==> src/rtl/inst_fetch.sv <==
// inst_fetch: instruction fetch stage between the program counter and decode.
// Issues one synchronous-read request per cycle when there is room for its
// result, buffers returned instructions with their addresses in a 2-entry
// queue, and presents the queue head to decode through a valid/ready
// handshake. A flush discards both the queued and the in-flight instruction.
module inst_fetch #(
  parameter int ADDR_WIDTH = 32,
  parameter int DATA_WIDTH = 32
) (
  input  logic                  i_clock,
  input  logic                  i_reset,       // active-low, asynchronous
  input  logic [ADDR_WIDTH-1:0] i_pc_address,
  output logic                  o_pc_enable,
  output logic [ADDR_WIDTH-1:0] o_imem_addr,
  output logic                  o_imem_en,
  input  logic [DATA_WIDTH-1:0] i_imem_rdata,
  input  logic                  i_flush,
  output logic                  o_inst_valid,
  input  logic                  i_inst_ready,
  output logic [DATA_WIDTH-1:0] o_inst_data,
  output logic [ADDR_WIDTH-1:0] o_inst_pc
);

  // Queue occupancy (0..2) and the single outstanding memory read.
  logic [1:0]            r_count;
  logic                  r_inflight;
  logic [ADDR_WIDTH-1:0] r_inflight_pc;

  // Circular queue pointers; two entries, so one bit each wraps naturally.
  logic r_rd_ptr;
  logic r_wr_ptr;

  // Per-entry views of the queue storage, collected for the head mux.
  logic [DATA_WIDTH-1:0] w_q_data [2];
  logic [ADDR_WIDTH-1:0] w_q_pc   [2];

  logic [1:0] w_occupancy;
  logic       w_has_room;
  logic       w_pop;
  logic       w_issue;
  logic       w_write;

  // Slots already committed: queued entries plus the read still in flight.
  // Max value is 2 + 1 = 3, so two bits are enough.
  assign w_occupancy = r_count + {1'b0, r_inflight};
  assign w_has_room  = (w_occupancy < 2'd2);

  assign o_inst_valid = (r_count != 2'd0);

  // A flush cycle never counts as a delivery, even with ready high.
  assign w_pop = o_inst_valid & i_inst_ready & ~i_flush;

  // Issue only when the result is guaranteed a queue slot: either a slot is
  // free now, or the head leaves this cycle. Gated by reset so nothing is
  // requested while reset is held.
  assign w_issue = ~i_flush & i_reset & (w_has_room | w_pop);

  // Returning data is captured unless a flush kills it.
  assign w_write = r_inflight & ~i_flush;

  assign o_pc_enable = w_issue;
  assign o_imem_en   = w_issue;
  assign o_imem_addr = i_pc_address;

  assign o_inst_data = w_q_data[r_rd_ptr];
  assign o_inst_pc   = w_q_pc[r_rd_ptr];

  // Occupancy, pointer and in-flight bookkeeping; flush clears all of it.
  always_ff @(posedge i_clock or negedge i_reset) begin
    if (!i_reset) begin
      r_count       <= 2'd0;
      r_inflight    <= 1'b0;
      r_inflight_pc <= '0;
      r_rd_ptr      <= 1'b0;
      r_wr_ptr      <= 1'b0;
    end else if (i_flush) begin
      r_count    <= 2'd0;
      r_inflight <= 1'b0;
      r_rd_ptr   <= 1'b0;
      r_wr_ptr   <= 1'b0;
    end else begin
      if (w_write) begin
        r_wr_ptr <= ~r_wr_ptr;
      end
      if (w_pop) begin
        r_rd_ptr <= ~r_rd_ptr;
      end
      r_count    <= r_count + {1'b0, r_inflight} - {1'b0, w_pop};
      r_inflight <= w_issue;
      if (w_issue) begin
        r_inflight_pc <= i_pc_address;
      end
    end
  end

  // One storage slot per queue entry, each holding {instruction, address}.
  for (genvar gi = 0; gi < 2; gi++) begin : g_entry
    localparam logic LP_IDX = 1'(gi);

    logic [DATA_WIDTH-1:0] r_data;
    logic [ADDR_WIDTH-1:0] r_pc;

    // Capture the returning read into this slot when the write pointer
    // selects it; entries are not cleared on flush since count guards them.
    always_ff @(posedge i_clock or negedge i_reset) begin
      if (!i_reset) begin
        r_data <= '0;
        r_pc   <= '0;
      end else if (w_write && (r_wr_ptr == LP_IDX)) begin
        r_data <= i_imem_rdata;
        r_pc   <= r_inflight_pc;
      end
    end

    assign w_q_data[gi] = r_data;
    assign w_q_pc[gi]   = r_pc;
  end

endmodule

==> config.mk <==
export PLATFORM = sky130hd
export DESIGN_NAME = inst_fetch
export DESIGN_NICKNAME = d
export VERILOG_FILES = /design/src/rtl/inst_fetch.sv
export SDC_FILE = /design/constraint.sdc
export NUM_CORES = 1
export LEC_CHECK = 0
export CORE_ASPECT_RATIO = 0.9
export CORE_UTILIZATION = 35
export DETAILED_ROUTE_END_ITERATION = 10
export GPL_ROUTABILITY_DRIVEN = 0
export GPL_TIMING_DRIVEN = 0
export PLACE_DENSITY_LB_ADDON = 0.25
export SLEW_MARGIN = 20
export SYNTH_ARGS = -nofsm -noshare
export SYNTH_HDL_FRONTEND = slang
export SYNTH_SLANG_ARGS = --single-unit
export TNS_END_PERCENT = 100
==> constraint.sdc <==
create_clock -name i_clock -period 4.3 [get_ports i_clock]
set_clock_uncertainty 0.15 [all_clocks]
set_input_delay 0.43 -clock i_clock [delete_from_list [all_inputs] [get_ports i_clock]]
set_output_delay 0.43 -clock i_clock [all_outputs]
set_load 0.01 [all_outputs]
==> impl_metrics.csv <==
group,metric,value,unit
job,max_cap_viol_count,0,
power_and_ir_drop,cellPowerDensity,570,mW/mm^2
power_and_ir_drop,leakagePower,4.28,nW
floorplan,die_x,153,um
floorplan,fp.dieH,138,um
detailed_routing,wl_per_cell,16.7,um
detailed_routing,drc_errors,0,
yosys,yosys_warnings,0,
clock_network,clk_pin_slew,0.06,ns
finish,final_core_util,49.0,%
critical_path,critPathMaxFanout,66,
hold_path,hold_class,"flop to flop",
detailed_routing,routed-via-count,4334,
detailed_routing,dr.pass1.iters,4,
sta,setup_violations,0,
grt,grt_pass1_vias,4684,
clock_network,clockBufferDepth,2,
critical_path,cp-end-kind,"output port",
finish,syn_to_final_growth,37.0,%
grt,overflow,0,
detailed_routing,ant_nets,0,
sta,period_needed,3.83,ns
clock_network,numCtsBuffers,17,
floorplan,io_pins,167,
floorplan,rows,49,
critical_path,arrival,3.25,ns
yosys,yosys-top-cells-area,"dfrtp_1 58%, mux2_1 30%, mux2_2 5.2%",
yosys,synth.distinct_cells,20,
finish,diodes,0,
place,dp_hpwl,10300,um
sta,fin_setup_tns,0,ns
detailed_routing,wirelength,15400,um
critical_path,required,3.72,ns
grt,grt_max_degree,103,
hold_path,hold_depth,1,
yosys,syn_area,0.00718,mm^2
sta,tightest_slew,0.702,ns
critical_path,critPathLaunch,"i_reset",
yosys,synth_top_area_share,57.5,%
grt,grtUsageTotal,15.0,%
critical_path,r2r-start,"r_count[0]$_DFF_PN0_",
yosys,synth_largest_area_cell,"dfrtp_1",
critical_path,critPathMostFrequentCell,"buf_4",
place,port_buffers,166,
critical_path,cp_slowest_cell,"dlygate4sd3_1",
sta,drv_slew,0,
critical_path,path_cells,"dlygate4sd3_1 > buf_8 > buf_16 > nand2b_1 > a211oi_4 > buf_4 > buf_4 > clkdlybuf4s50_1",
grt,grt_antenna_before_repair,0,
yosys,synth_nets,538,
detailed_routing,vias_per_cell,4.69,
yosys,synth-seq-cells,165,
clock_network,clock_latency,0.42,ns
clock_network,clock-sinks,165,
clock_network,htree_levels,4,
finish,fin_nets,726,
critical_path,slowest_delay,0.56,ns
clock_network,cts_root_buffer,"clkbuf_16",
floorplan,initial_utilization,35.8,%
sta,finalCritPeriodShare,89.1,%
critical_path,cp-start-kind,"input pin",
clock_network,cts_setup_buffers,0,
finish,layout-drive-gt1-share,18.5,%
power_and_ir_drop,vdd.ir_drop.worst,313,uV
sta,hold_viol,0,
clock_network,cts_tree,"yes",
sta,relSlewSlack,53.2,%
critical_path,path_class,"input pin to output port",
yosys,syn_area_per_cell,15.3,um^2
sta,rsz0062_at_grt,"false",
critical_path,r2r_cells,5,
detailed_routing,first_iter_violations,128,
hold_path,hp-start,"g_entry[0].r_pc[22]$_DFFE_PN0P_",
yosys,syn_inst,468,
grt,grt_first_pass_wirelength,24400,um
status,status,"completed",
floorplan,coreArea,0.0200,mm^2
yosys,ys_seq_area_share,57.5,%
floorplan,dieArea,0.0211,mm^2
sta,max_freq,261,MHz
-- metrics by stage --
step           hold slack [ns]  power [mW]  cell area [um^2]  cells  setup WS [ns]
2_1_floorplan          -0.0156        3.20              7180    468           2.19
3_3_place_gp             0.309        4.03              9160    889          -4.71
3_5_place_dp             0.261        4.12              9190    890          0.626
4_1_cts                  0.333        5.68              9800    923         0.0295
5_1_grt                  0.345        5.94              9830    924          0.231
6_report                 0.327        5.61              9830    924          0.470
-- cell families (layout without fill, tap and decap cells) --
| logic type | after synthesis | count (layout) | synth area share [%] |
|---|---|---|---|
| simple gates | 12 | 12 | 0.889 |
| mux | 224 | 224 | 35.1 |
| compound gates | 3 | 3 | 0.349 |
| buf+inv | 58 | 259 | 5.25 |
| fa+ha+maj | 2 | 2 | 0.349 |
| xor+xnor | 4 | 4 | 0.488 |
| flops | 165 | 165 | 57.5 |
-- synthesized netlist by cell type, drive strengths merged --
library cell	instances
nand2b	1
o21ai	1
dfrtp	165
xor2	2
nand3b	1
nor2	5
inv	1
nor2b	1
or2	1
mux2	224
xnor2	2
buf	55
ha	2
a211oi	2
nor3b	2
nand2	1
clkbuf	2
-- path summary, 6_finish.rpt --
check / endpoint / slack [ns]
hold reg to reg: g_entry[0].r_pc[22]$_DFFE_PN0P_ / 0.33
min in group asynchronous: g_entry[0].r_data[17]$_DFFE_PN0P_ / 0.40
hold / removal: g_entry[0].r_pc[22]$_DFFE_PN0P_ / 0.33
setup reg to reg: r_inflight_pc[26]$_DFFE_PN0P_ / 2.13
setup / recovery: o_pc_enable / 0.47
max in group asynchronous: g_entry[1].r_data[28]$_DFFE_PN0P_ / 2.87
-- layout make-up --
type | instances | area (um^2)
clock buffer | 20 | 457
fill | 1745 | 10200
tap | 255 | 319
multi-input combinational | 245 | 2680
inverter | 1 | 3.75
timing repair buffer | 169 | 1730
buffer | 57 | 373
sequential | 165 | 4130
clock inverter | 12 | 143
-- worst max-delay path: cells and delay by family --
family | cells | cell delay [ns]
buffers and inverters | 6 | 2.21
AO/OA/AOI/OAI | 1 | 0.36
AND/OR/NAND/NOR | 1 | 0.16
-- placed cells by master, fill, tap and decap left out, types with 3 or more instances in the layout --
| cell | count |
|---|---|
| mux2_1 | 191 |
| dfrtp_1 | 165 |
| clkdlybuf4s50_1 | 165 |
| buf_4 | 36 |
| mux2_2 | 33 |
| buf_2 | 19 |
| clkbuf_16 | 18 |
| nor2_1 | 5 |
| clkinvlp_4 | 4 |
| inv_6 | 4 |
| clkbuf_1 | 3 |
-- power breakdown --
| group | leakage (nW) | internal (mW) | switching (mW) |
|---|---|---|---|
| Combinational | 1.99 | 1.07 | 0.653 |
| Sequential | 2.01 | 2.09 | 0.258 |
| Clock | 0.280 | 0.896 | 0.641 |
-- state kept, by name, indices dropped and copies added, names as in the netlist --
signal,count
g_entry.r_pc,64
r_count,2
r_wr_ptr,1
g_entry.r_data,64
r_inflight_pc,32
r_rd_ptr,1
r_inflight,1
-- routing by layer --
metal	routed length, um	global-route usage [%]	up-vias	share of wire (%)
li1	-	-	1997	-
met1	7200	19.5	2211	47
met2	7270	24.4	115	47
met3	775	4.31	11	5.0
met4	162	4.71	0	1.1
met5	0	0	-	0
-- timing repair --
item,in CTS,in global routing
endpoints found under the setup margin,0,2
endpoints found under the hold margin,64,0
hold buffers,1,0
resized for setup,0,1
(Power assumes the default switching activity.)
